==> src/rtl/sdc_buf_ctrl.sv <==
// Elastic buffer between the SD read path and a consumer, backed by an external
// dual-port block RAM (port A write, port B registered read) with a two-entry output stage.
module sdc_buf_ctrl #(
    parameter int unsigned DEPTH = 1041,
    parameter int unsigned AW    = 11,
    parameter int unsigned DW    = 64
) (
    input  logic          clk,
    input  logic          reset_n,
    input  logic          wr_vld,
    input  logic [DW-1:0] wr_data,
    output logic          wr_rdy,
    output logic          rd_vld,
    output logic [DW-1:0] rd_data,
    input  logic          rd_rdy,
    input  logic          flush,
    output logic [AW-1:0] level,
    output logic          full,
    output logic          empty,
    output logic          ovf_err,
    output logic [AW-1:0] ram_addr_a,
    output logic          ram_wr_a,
    output logic [DW-1:0] ram_din_a,
    output logic [AW-1:0] ram_addr_b,
    output logic          ram_wr_b,
    output logic [DW-1:0] ram_din_b,
    input  logic [DW-1:0] ram_dout_b
);

    logic [AW-1:0] r_wr_ptr;
    logic [AW-1:0] r_rd_ptr;
    logic [AW-1:0] r_level;
    logic          r_out_vld;
    logic [DW-1:0] r_out_data;
    logic          r_skid_vld;
    logic [DW-1:0] r_skid_data;
    logic          r_fetch_pend;
    logic          r_ovf;

    logic          w_full;
    logic          w_empty;
    logic          w_wr_rdy;
    logic          w_accept;
    logic          w_pop;
    logic          w_fetch;
    logic [1:0]    w_held;

    function automatic logic [AW-1:0] f_ptr_inc(input logic [AW-1:0] p);
        return (p == AW'(DEPTH - 1)) ? '0 : p + 1'b1;
    endfunction

    assign w_full   = (r_level == AW'(DEPTH));
    assign w_empty  = (r_level == '0);
    assign w_wr_rdy = reset_n & ~w_full & ~flush;
    assign w_accept = wr_vld & w_wr_rdy;
    assign w_pop    = r_out_vld & rd_rdy;

    // Occupancy of the output stage including the word still inside the RAM read pipeline.
    assign w_held  = {1'b0, r_out_vld} + {1'b0, r_skid_vld} + {1'b0, r_fetch_pend};
    assign w_fetch = ~flush & ~w_empty & (w_pop ? (w_held < 2'd3) : (w_held < 2'd2));

    always_ff @(posedge clk or negedge reset_n) begin
        if (!reset_n) begin
            r_wr_ptr <= '0;
            r_rd_ptr <= '0;
            r_level  <= '0;
        end else if (flush) begin
            r_wr_ptr <= '0;
            r_rd_ptr <= '0;
            r_level  <= '0;
        end else begin
            if (w_accept) begin
                r_wr_ptr <= f_ptr_inc(r_wr_ptr);
            end
            if (w_fetch) begin
                r_rd_ptr <= f_ptr_inc(r_rd_ptr);
            end
            case ({w_accept, w_fetch})
                2'b10:   r_level <= r_level + 1'b1;
                2'b01:   r_level <= r_level - 1'b1;
                default: r_level <= r_level;
            endcase
        end
    end

    // Returning RAM data goes to the output register when it is free or being popped;
    // otherwise it parks in the skid. The fetch credit guarantees the skid is free then.
    always_ff @(posedge clk or negedge reset_n) begin
        if (!reset_n) begin
            r_out_vld    <= 1'b0;
            r_out_data   <= '0;
            r_skid_vld   <= 1'b0;
            r_skid_data  <= '0;
            r_fetch_pend <= 1'b0;
        end else if (flush) begin
            r_out_vld    <= 1'b0;
            r_out_data   <= '0;
            r_skid_vld   <= 1'b0;
            r_skid_data  <= '0;
            r_fetch_pend <= 1'b0;
        end else begin
            r_fetch_pend <= w_fetch;
            if (w_pop) begin
                if (r_skid_vld) begin
                    r_out_vld  <= 1'b1;
                    r_out_data <= r_skid_data;
                    r_skid_vld <= r_fetch_pend;
                    if (r_fetch_pend) begin
                        r_skid_data <= ram_dout_b;
                    end
                end else begin
                    r_out_vld <= r_fetch_pend;
                    if (r_fetch_pend) begin
                        r_out_data <= ram_dout_b;
                    end
                end
            end else if (r_fetch_pend) begin
                if (r_out_vld) begin
                    r_skid_vld  <= 1'b1;
                    r_skid_data <= ram_dout_b;
                end else begin
                    r_out_vld  <= 1'b1;
                    r_out_data <= ram_dout_b;
                end
            end
        end
    end

    always_ff @(posedge clk or negedge reset_n) begin
        if (!reset_n) begin
            r_ovf <= 1'b0;
        end else if (flush) begin
            r_ovf <= 1'b0;
        end else if (wr_vld && !w_wr_rdy) begin
            r_ovf <= 1'b1;
        end
    end

    assign wr_rdy     = w_wr_rdy;
    assign rd_vld     = r_out_vld;
    assign rd_data    = r_out_data;
    assign level      = r_level;
    assign full       = w_full;
    assign empty      = w_empty;
    assign ovf_err    = r_ovf;

    assign ram_addr_a = r_wr_ptr;
    assign ram_wr_a   = w_accept;
    assign ram_din_a  = w_accept ? wr_data : '0;
    assign ram_addr_b = r_rd_ptr;
    assign ram_wr_b   = 1'b0;
    assign ram_din_b  = '0;

endmodule

==> config.mk <==
export PLATFORM = sky130hd
export DESIGN_NAME = sdc_buf_ctrl
export DESIGN_NICKNAME = d
export VERILOG_FILES = /design/src/rtl/sdc_buf_ctrl.sv
export SDC_FILE = /design/constraint.sdc
export NUM_CORES = 1
export LEC_CHECK = 0
export BUFFER_PORTS_ARGS = -buffer_cell sky130_fd_sc_hd__buf_2
export CORE_ASPECT_RATIO = 0.75
export CORE_UTILIZATION = 50
export CTS_BUF_LIST = sky130_fd_sc_hd__clkbuf_4 sky130_fd_sc_hd__clkbuf_8
export DETAILED_ROUTE_END_ITERATION = 8
export GPL_TIMING_DRIVEN = 0
export PLACE_DENSITY_LB_ADDON = 0.05
export SETUP_SLACK_MARGIN = 0.05
export SYNTH_ARGS = -nofsm -noshare
export SYNTH_HDL_FRONTEND = slang
export SYNTH_SLANG_ARGS = --single-unit
export TNS_END_PERCENT = 5
==> constraint.sdc <==
create_clock -name clk -period 4.67 [get_ports clk]
set_input_delay 0.467 -clock clk [delete_from_list [all_inputs] [get_ports clk]]
set_output_delay 0.467 -clock clk [all_outputs]
set_load 0.02 [all_outputs]
==> impl_metrics.toml, run 1 <==
[detailed_routing]
drt_iter0_markers = 609
drc = 0
vias = 8533
wl_met2_um = 13300
highest_layer = "met5"
avgRoutedWirePerCell_um = 17.9
drtPass1Iterations = 5
drtAntennaViolNets = 0
met1Wirelength_um = 12200
via_per_inst = 5.25
wl_um = 29000
wl_met3_um = 2940

[status]
failed_checks = "hold timing"
status = "finished, violations left"

[critical_path]
path_delay_family = "buffers and inverters"
critPathMaxFanout = 10
cp-start-kind = "flop"
crit_slowest_cell = "fa_1"
cp_cell_sequence = "clkbuf_1 > inv_1 > fa_1 > a31oi_1 > or3_1 > buf_6 > inv_2 > buf_6 > nand2_4 > inv_1 > ha_1 > nand2b_1 > a21oi_1 > o21ai_0 > o21a_1 > mux2i_1 > nand3_1"
worst_ep_arrival_time_ns = 4.45
cp-end-kind = "flop"
critPathRequiredTime_ns = 5.03
slowest_delay_ns = 0.56
critPathBufInv = 6
crit_type = "reg -> reg"

[floorplan]
die_h_um = 118
die_x_um = 157
dieArea_um2 = 18500
initial_core_util_pct = 52.1
io_pins = 365
core-area_um2 = 17200
rows = 41

[timing]
rsz0062_at_grt = "false"
fin_worst_hold_slack_ns = -0.00269
clock_skew_ns = 0.0101
min_period_ns = 4.10
max_slew_margin_pct = 50.7
finalHoldViolCount = 2
setup_viol = 0
max_clock_freq_mhz = 244
tns_ns = 0
slew_viol_final = 0
worst_pin_slew_ns = 0.740
fin_crit_sh_pct = 87.7

[logic_synthesis]
synth-main-ff-cell = "dfrtp_1"
synthXorXnorAreaFrac_pct = 0.587
synthMuxAreaShare_pct = 7.78
synth_fa_ha_area_share_pct = 2.26
synth_edf_count = 0
async_flop_share_pct = 100
synth_compound_area_share_pct = 14.1
yosys_warnings = 0
ys_ff_latch = 165
synthCells = 980
synth_area_per_cell_um2 = 9.14
yosysSeqAreaShare_pct = 46.1
synthSimpleGateAreaFrac_pct = 19.7
ys_types = 48
syn_area_um2 = 8960
synth_top_family_by_area = "simple AND/OR/NAND/NOR gates"

[global_route]
grt-ovfl-total = 0
grt_usage_pct = 31.9
antenna_found_initial = 19
grt_pass1_wl_um = 44300
grt_start_max_net_pins = 95
grt_pass1_vias = 7789

[layout]
drive_gt1_share_pct = 30.7
mostFrequentLayoutCells = "buf_2 (306), nand2_1 (210), dfrtp_1 (165), a21oi_1 (79), and3_1 (76)"
nNetsFinal = 1510
layout_commonest_cell = "buf_2"
area_delta_synth_final_pct = 27.9

[pwr]
power_leakage_nw = 6.48
power_mw = 4.11
ir_worst_vdd_mv = 0.325
power.density_nw_per_um2 = 359

[clock_tree]
cts_num_sinks = 165
cts.root.buffer_cell = "clkbuf_8"
cts.clk_slew.worst_paths_ns = 0.10
insertion_delay_ns = 0.47
cts_tree = "built"
cts_hold_buffers = 0
htree_levels = 4
numCtsBuffers = 17
clock_path_buffers = 2
post_cts_resized = 0
post-cts-setup-buffers = 0

[job]
cap_viol_max_count = 0

[place]
gp_congestion = 0.932
dp_hpwl_um = 22000
port-buffer-count = 298

[worst_hold_path]
min_path_type = "in -> async"
worst paths after layout:
path	startpoint	endpoint	slack [ns]	cells after the start
worst min register to register	rd_data[60]	rd_data[60]	0.48	2
worst max-delay path	rd_vld	level[10]	0.57	17
worst max register to register	rd_vld	level[10]	0.57	17
max in group asynchronous	reset_n	rd_data[18]	3.83	2
worst min-delay path	reset_n	rd_data[47]	-0.003	1
min in group clk	ram_dout_b[51]	r_skid_data[51]	0.22	3
state kept, by name (all words and copies together) (netlist names):
signal        count
r_skid_vld        1
rd_data          64
ovf_err           1
ram_addr_b       11
level            11
ram_addr_a       11
r_skid_data      64
rd_vld            1
r_fetch_pend      1
kinds of logic after synthesis:
logic type                 Yosys count
and+or+nand+nor                    369
AOI/OAI and AO/OA                  204
other                                1
adders and majority gates           15
buffers and inverters              151
xor gates and xnor gates             6
muxes                               69
DFF                                165
per-layer routing:
layer	GRT usage, %	vias to the layer above
met2	47.5	369
met5	0	-
met3	10.7	54
li1	-	4065
met4	11.8	8
met1	42.9	4037
layout make-up:
cell class / count / area [µm²]
Sequential cell: 165 / 4130
Fill cell: 1489 / 5730
Tap cell: 236 / 295
Clock buffer: 17 / 234
Buffer: 134 / 777
Multi-Input combinational cell: 728 / 4230
Inverter: 17 / 65.1
Clock inverter: 15 / 166
Antenna cell: 14 / 35.0
Timing Repair Buffer: 299 / 1530
worst register-to-register path: stages (launching register included):
cell      delay (ns)
dfrtp_1         0.35
clkbuf_1        0.26
inv_1           0.13
fa_1            0.56
a31oi_1         0.10
or3_1           0.34
buf_6           0.14
inv_2           0.06
buf_6           0.15
nand2_4         0.08
inv_1           0.26
ha_1            0.34
nand2b_1        0.15
a21oi_1         0.13
o21ai_0         0.32
o21a_1          0.29
mux2i_1         0.24
nand3_1         0.09
cells in the mapped netlist (9+ instances only):
cell type | n | area, µm²
o21ai_0 | 35 | 175
a21oi_1 | 79 | 395
clkbuf_1 | 50 | 188
mux2i_1 | 67 | 671
buf_4 | 66 | 495
nor2_1 | 28 | 105
and3_1 | 76 | 475
inv_1 | 15 | 56.3
nand3_1 | 16 | 80.1
o31ai_1 | 65 | 488
nand2b_1 | 9 | 56.3
nand2_1 | 210 | 788
dfrtp_1 | 165 | 4130
ha_1 | 13 | 163
buf_2 | 9 | 45.0
where the power goes:
| group | internal (mW) | switching, mW | leakage, nW | total (mW) |
|---|---|---|---|---|
| clock | 0.445 | 0.616 | 0.197 | 1.06 |
| sequential | 1.58 | 0.144 | 2.22 | 1.72 |
| combinational | 0.499 | 0.824 | 4.07 | 1.32 |
| total | 2.52 | 1.58 | 6.48 | 4.11 |
through the flow:
step | setup slack (ns) | area [µm²] | cells | util, %
after floorplan | 1.05 | 9200 | 1044 | -
after detailed placement | 0.709 | 11000 | 1579 | 64.1
final | 0.575 | 11500 | 1625 | 66.7
after CTS | 0.634 | 11400 | 1611 | 66.5
after global routing | 0.277 | 11400 | 1618 | 66.6
after global placement | -1.54 | 11000 | 1578 | 63.9
(Power assumes the default switching activity.)
==> run 2, diff against run 1 <==
--- a/config.mk
+++ b/config.mk
@@ -5,11 +5,12 @@
 export SDC_FILE = /design/constraint.sdc
 export NUM_CORES = 1
 export LEC_CHECK = 0
-export BUFFER_PORTS_ARGS = -buffer_cell sky130_fd_sc_hd__buf_2
-export CORE_ASPECT_RATIO = 0.75
-export CORE_UTILIZATION = 50
+export ABC_AREA = 1
+export CORE_AREA = 2 2 143 145
 export CTS_BUF_LIST = sky130_fd_sc_hd__clkbuf_4 sky130_fd_sc_hd__clkbuf_8
 export DETAILED_ROUTE_END_ITERATION = 8
+export DIE_AREA = 0 0 145 147
+export DONT_BUFFER_PORTS = 1
 export GPL_TIMING_DRIVEN = 0
 export PLACE_DENSITY_LB_ADDON = 0.05
 export SETUP_SLACK_MARGIN = 0.05
==> run 2 against run 1 <==
  * The run now ends clean
  * Area after synthesis increased by 0.64%
  * Total power increased by 14%
  * Synthesized cell count increased by 19%
  * Sequential share of layout area increased by 5.0 points
  * Clock-buffer cell count increased by 3
  * Wire length decreased by 12%
  * Sequential power increased by 31%
  * First-iteration DRC count decreased by 25%
  * Final area decreased by 12%
  * Combinational power decreased by 5%
  * Non-clock buffer count decreased by 306
  * Maximum frequency increased by 17%
  * Critical endpoint unchanged
  * Largest cell class is now sequential cells
==> impl_metrics.toml, run 2 <==
[status]
status = "finished clean"

[logic_synthesis]
synthMostInstantiatedCell = "inv_1"
yosys.area.top_type = "dfrtp_1"
ys_ff_latch = 165
yosys_warnings = 0
synth_area_per_cell_um2 = 7.74
synth_edf_count = 0
syn_area_um2 = 9020
synthTopCellsByCount = "inv_1 (239), dfrtp_1 (165), o21ai_0 (144)"
synth_top_area_share_pct = 45.8
yosysSeqAreaShare_pct = 45.8
synthCells = 1165
ys_types = 40
async_flop_share_pct = 100
synth_area_leaders = "dfrtp_1 (46%), inv_1 (10%), o21ai_0 (8.0%), buf_4 (5.7%), nand2_1 (5.4%)"
synth-main-ff-cell = "dfrtp_1"

[critical_path]
worst_ep_arrival_time_ns = 3.85
crit_cells = 17
crit_slowest_cell = "dfrtp_1"
critPathRequiredTime_ns = 5.03
cp-end-kind = "flop"
path_delay_family = "adder cells"
r2r_cells = 17
critPathBufInv = 4
cpMostUsedCell = "inv_1"
critPathMaxFanout = 9
crit_type = "reg -> reg"
slowest_delay_ns = 0.61
cp_cell_sequence = "inv_1 > fa_1 > inv_1 > o21ai_2 > nand2_1 > nor2_4 > nand2_4 > inv_1 > ha_1 > a21oi_1 > o21ai_0 > nand2_1 > nand3_1 > inv_1 > nand3_1 > nand3_1 > nand2_1"
cp-start-kind = "flop"

[clock_tree]
post_cts_resized = 0
numCtsBuffers = 17
cts_tree = "built"
cts_num_sinks = 165
clock_path_buffers = 2
insertion_delay_ns = 0.47
cts_hold_buffers = 1
cts.clk_slew.worst_paths_ns = 0.10
post-cts-setup-buffers = 0
htree_levels = 4
cts.root.buffer_cell = "clkbuf_8"

[detailed_routing]
drc = 0
vias = 7604
drtAntennaViolNets = 0
wl_um = 25400
wl_met2_um = 11300
via_per_inst = 4.96
met1Wirelength_um = 11100
drtPass1Iterations = 5
highest_layer = "met4"
drt_iter0_markers = 456
wl_met3_um = 2300
avgRoutedWirePerCell_um = 16.6

[job]
cap_viol_max_count = 0

[place]
port-buffer-count = 0
gp_congestion = 0.933
dp_hpwl_um = 18500
pre_cts_ws_ns = 1.24

[timing]
worst_pin_slew_ns = 0.826
finalHoldViolCount = 0
min_period_ns = 3.49
max_slew_margin_pct = 45.0
max_clock_freq_mhz = 287
tns_ns = 0
rsz0062_at_grt = "false"
fin_crit_sh_pct = 74.7
clock_skew_ns = 0.0149
slew_viol_final = 0
setup_viol = 0
setup_ws_ns = 1.18

[pwr]
power_frac_seq_pct = 48.5
power.density_nw_per_um2 = 464
combPwrFrac_pct = 26.8
p_clk_share_pct = 24.7
netSwitchingPower_mw = 1.94
netSwitchingFraction_pct = 41.5
power_leakage_nw = 5.03
ir_worst_vdd_mv = 0.257
p_int_mw = 2.73

[global_route]
grt_start_max_net_pins = 166
grt-ovfl-total = 0
grt_pass1_vias = 7126
antenna_found_initial = 0
grt_usage_pct = 23.9
grt_pass1_wl_um = 40200

[floorplan]
io_pins = 365
dieArea_um2 = 21300
initial_core_util_pct = 45.4
rows = 52
die_h_um = 147
die_x_um = 145
core-area_um2 = 19800

[layout]
mostFrequentLayoutCells = "inv_1 (239), dfrtp_1 (165), o21ai_0 (144), nand2_1 (130), nor2_1 (99)"
drive_gt1_share_pct = 11.8
area_delta_synth_final_pct = 11.5
nNetsFinal = 1397
layout_commonest_cell = "inv_1"
diodes = 0

[worst_hold_path]
min_path_type = "in -> async"
-- run 2: cell count changes in the layout (fill, tap and decap cells not counted), moves of 9 or more --
cell / before / now
nand2_1: 210 / 130
a21oi_1: 79 / 26
nand2b_1: 9 / 0
nor2_1: 28 / 99
o22ai_1: 0 / 68
clkbuf_1: 50 / 18
o31ai_1: 65 / 1
nand3_1: 16 / 88
mux2i_1: 67 / 0
and3_1: 76 / 0
diode_2: 14 / 0
o21ai_0: 35 / 144
inv_1: 15 / 239
buf_2: 306 / 33
-- run 2: logic make-up after synthesis --
family,synth area share [%]
AND/OR/NAND/NOR,16.6
buffers and inverters,18.7
adder cells (fa/ha/maj),2.25
flip-flops,45.8
XOR/XNOR,1.07
AO/OA/AOI/OAI,15.5
other,0.0416
-- run 2: worst paths after layout --
kind | from | end | slack [ns]
setup / recovery | rd_vld | level[10] | 1.18
hold / removal | reset_n | rd_data[28] | 0.02
setup reg to reg | rd_vld | level[10] | 1.18
hold reg to reg | r_skid_data[29] | r_skid_data[29] | 0.54
max in group asynchronous | reset_n | ram_addr_b[2] | 4.03
min in group clk | ram_dout_b[35] | r_skid_data[35] | 0.14
-- run 2: layer usage --
metal  global-route usage, %  vias to the layer above
li1                        -                     3735
met1                    32.0                     3546
met2                    35.6                      283
met3                    8.73                       40
met4                    9.26                        0
met5                       0                        -
-- run 2: layout make-up --
class / count / area (µm²)
plain buffers: 126 / 781
repair buffers: 1 / 27.5
multi-input cells: 696 / 3440
well taps: 270 / 338
inverters: 242 / 908
clock inverters: 12 / 166
clock buffers: 20 / 269
flip-flops and latches: 165 / 4130
fillers: 1983 / 9790
-- run 2: worst reg2reg max path, stage by stage, from the launching register on --
cell and delay, ns:
dfrtp_1 0.61, inv_1 0.17, fa_1 0.56, inv_1 0.05, o21ai_2 0.15, nand2_1 0.10, nor2_4 0.17, nand2_4 0.09
inv_1 0.29, ha_1 0.36, a21oi_1 0.21, o21ai_0 0.15, nand2_1 0.09, nand3_1 0.11, inv_1 0.08, nand3_1 0.07
nand3_1 0.08, nand2_1 0.05
-- run 2: power by group through the flow --
| stage | Combinational [mW] | Clock [mW] | Sequential, mW |
|---|---|---|---|
| 5_1_grt | 1.44 | 1.24 | 2.30 |
| 6_report | 1.25 | 1.15 | 2.26 |
| 3_5_place_dp | 1.22 | 0 | 2.29 |
| 4_1_cts | 1.26 | 1.17 | 2.27 |
| 2_1_floorplan | 0.983 | 0 | 2.18 |
| 3_3_place_gp | 1.21 | 0 | 2.29 |
-- run 2: stage by stage --
| step | utilization (%) | cells | area, µm² | total power, mW | hold WS [ns] |
|---|---|---|---|---|---|
| after detailed placement | 48.3 | 1499 | 9590 | 3.51 | 0.178 |
| after floorplan | - | 1229 | 9260 | 3.17 | 0.171 |
| final | 50.7 | 1532 | 10100 | 4.67 | 0.0200 |
| after global placement | 48.3 | 1499 | 9590 | 3.50 | 0.178 |
| after CTS | 50.7 | 1532 | 10100 | 4.70 | 0.0579 |
| after global routing | 50.7 | 1532 | 10100 | 4.97 | 0.00643 |
==> run 3, diff against run 2 <==
==> constraint.sdc (replaced) <==
create_clock -name clk -period 3.4 [get_ports clk]
set_input_delay 0.34 -clock clk [delete_from_list [all_inputs] [get_ports clk]]
set_output_delay 0.34 -clock clk [all_outputs]
set_load 0.02 [all_outputs]
==> run 3 against run 2 <==
  * The run now ends with hold timing left
  * Clock power is 37% higher
  * Final area grew 1.3%
  * Highest routed layer unchanged
  * Largest power group unchanged
  * Global-route usage stayed put
  * Die area stayed put
  * Sequential share of layout area decreased by 0.52 points
  * Via count grew 0.36%
  * Clock-buffer cell count unchanged
==> impl_metrics.toml, run 3 (same netlist as run 2, synthesis figures left out) <==
[status]
status = "finished, violations left"
failed_checks = "hold timing"

[global_route]
use_met3_pct = 8.66
grt_start_max_net_pins = 169
use_met1_pct = 32.1
grt_usage_pct = 23.9
antenna_found_initial = 0
grt-ovfl-total = 0
grt-busiest-layer = "met2"
met2_usage_pct = 36.2
grt_pass1_wl_um = 40400
grt_pass1_vias = 7162

[floorplan]
die_h_um = 147
rows = 52
die_x_um = 145
initial_core_util_pct = 45.4
io_pins = 365
dieArea_um2 = 21300
core-area_um2 = 19800

[clock_tree]
cts_hold_buffers = 14
clock_path_buffers = 2
htree_levels = 4
cts.root.buffer_cell = "clkbuf_8"
cts.clk_slew.worst_paths_ns = 0.10
insertion_delay_ns = 0.47
cts_tree = "built"
numCtsBuffers = 17
cts_num_sinks = 165

[pwr]
ir_worst_vdd_mv = 0.342
power.density_nw_per_um2 = 628
power_leakage_nw = 5.07

[layout]
diodes = 0
nNetsFinal = 1411
layout_commonest_cell = "inv_1"
mostFrequentLayoutCells = "inv_1 (238), dfrtp_1 (164), o21ai_0 (143), nand2_1 (130), nor2_1 (99)"
area_delta_synth_final_pct = 13.0
fillCellCount = 1985
drive_gt1_share_pct = 12.0

[critical_path]
startpoint = "rd_vld"
critPathBufInv = 2
crit_slowest_cell = "fa_1"
critPathMaxFanout = 6
cp-start-kind = "flop"
cpMostUsedCell = "nand2_1"
slowest_delay_ns = 0.54
cp_cell_sequence = "inv_1 > fa_1 > inv_1 > o21ai_2 > nand2_1 > nor2_4 > nand2_4 > fa_1 > o31ai_2 > nand2_1 > nand2_1 > xor2_1 > o21ai_1"
r2r_start = "rd_vld"
cp-end-kind = "flop"
crit_type = "reg -> reg"
worst_ep_arrival_time_ns = 3.48
path_delay_family = "adder cells"
critPathRequiredTime_ns = 3.76

[timing]
max_clock_freq_mhz = 320
tns_ns = 0
fin_worst_hold_slack_ns = -0.450
finalHoldViolCount = 165
clock_skew_ns = 0.0152
fin_crit_sh_pct = 91.8
rsz0062_at_grt = "true"
slew_viol_final = 0
worst_pin_slew_ns = 0.684
setup_viol = 0
max_slew_margin_pct = 54.2
min_period_ns = 3.12

[detailed_routing]
wl_um = 25500
drtPass1Iterations = 5
drt_iter0_markers = 457
vias = 7631
drtAntennaViolNets = 0
drc = 0
avgRoutedWirePerCell_um = 16.5
via_per_inst = 4.94

[place]
port-buffer-count = 0
gp_congestion = 0.933
dp_hpwl_um = 18500

[job]
cap_viol_max_count = 0

[worst_hold_path]
min_path_type = "in -> async"
==> run 3: cell count changes in the layout (fill, tap and decap cells not counted), sizes merged <==
cell         before  now
dlygate4sd3       0   14
clkinvlp          1    3
buf             109  108
inv             246  245
==> run 3: report_power, final <==
part | internal [mW] | switching (mW)
logic | 0.612 | 1.10
registers | 2.36 | 0.745
clock network | 0.788 | 0.790
==> run 3: routing by layer <==
metal	part of all wire [%]	vias to the layer above
met5	0	-
met3	8.8	34
met2	45	273
li1	-	3767
met1	44	3557
met4	2.3	0
==> run 3: final timing paths <==
kind,to,slack [ns],cells after the start
setup / recovery,level[8],0.28,13
hold / removal,rd_data[25],-0.45,0
setup reg to reg,level[8],0.28,13
hold reg to reg,r_skid_data[8],0.55,2
max in group asynchronous,level[0],3.58,0
min in group clk,r_skid_data[5],0.02,2
==> run 3: through the flow <==
stage                     setup slack (ns)  cell area [µm²]  cells  utilization, %  total power, mW
final                                0.279            10200   1546            51.3             6.40
after floorplan                      0.415             9260   1229               -             4.35
after global routing               0.00661            10200   1546            51.3             6.81
after global placement             -0.0372             9590   1499            48.3             4.81
after detailed placement           -0.0307             9590   1499            48.3             4.83
after CTS                           0.0736            10200   1545            51.3             6.43
==> run 3: timing repair <==
action,in CTS,in global routing
endpoints found under the setup margin,6,6
buffers inserted,0,0
gates cloned,0,1
hold endpoints to repair,179,165
resized for setup,1,4
==> run 3: layout make-up <==
cell class	instances	area, µm²	area share, %
clock inverter	12	166	1.63
inverter	242	912	8.95
buffer	126	781	7.66
clock buffer	20	269	2.64
timing repair inverter	1	5.00	0.0491
multi-input combinational	696	3450	33.8
sequential	165	4130	40.5
tap	270	338	3.32
timing repair buffer	14	140	1.38
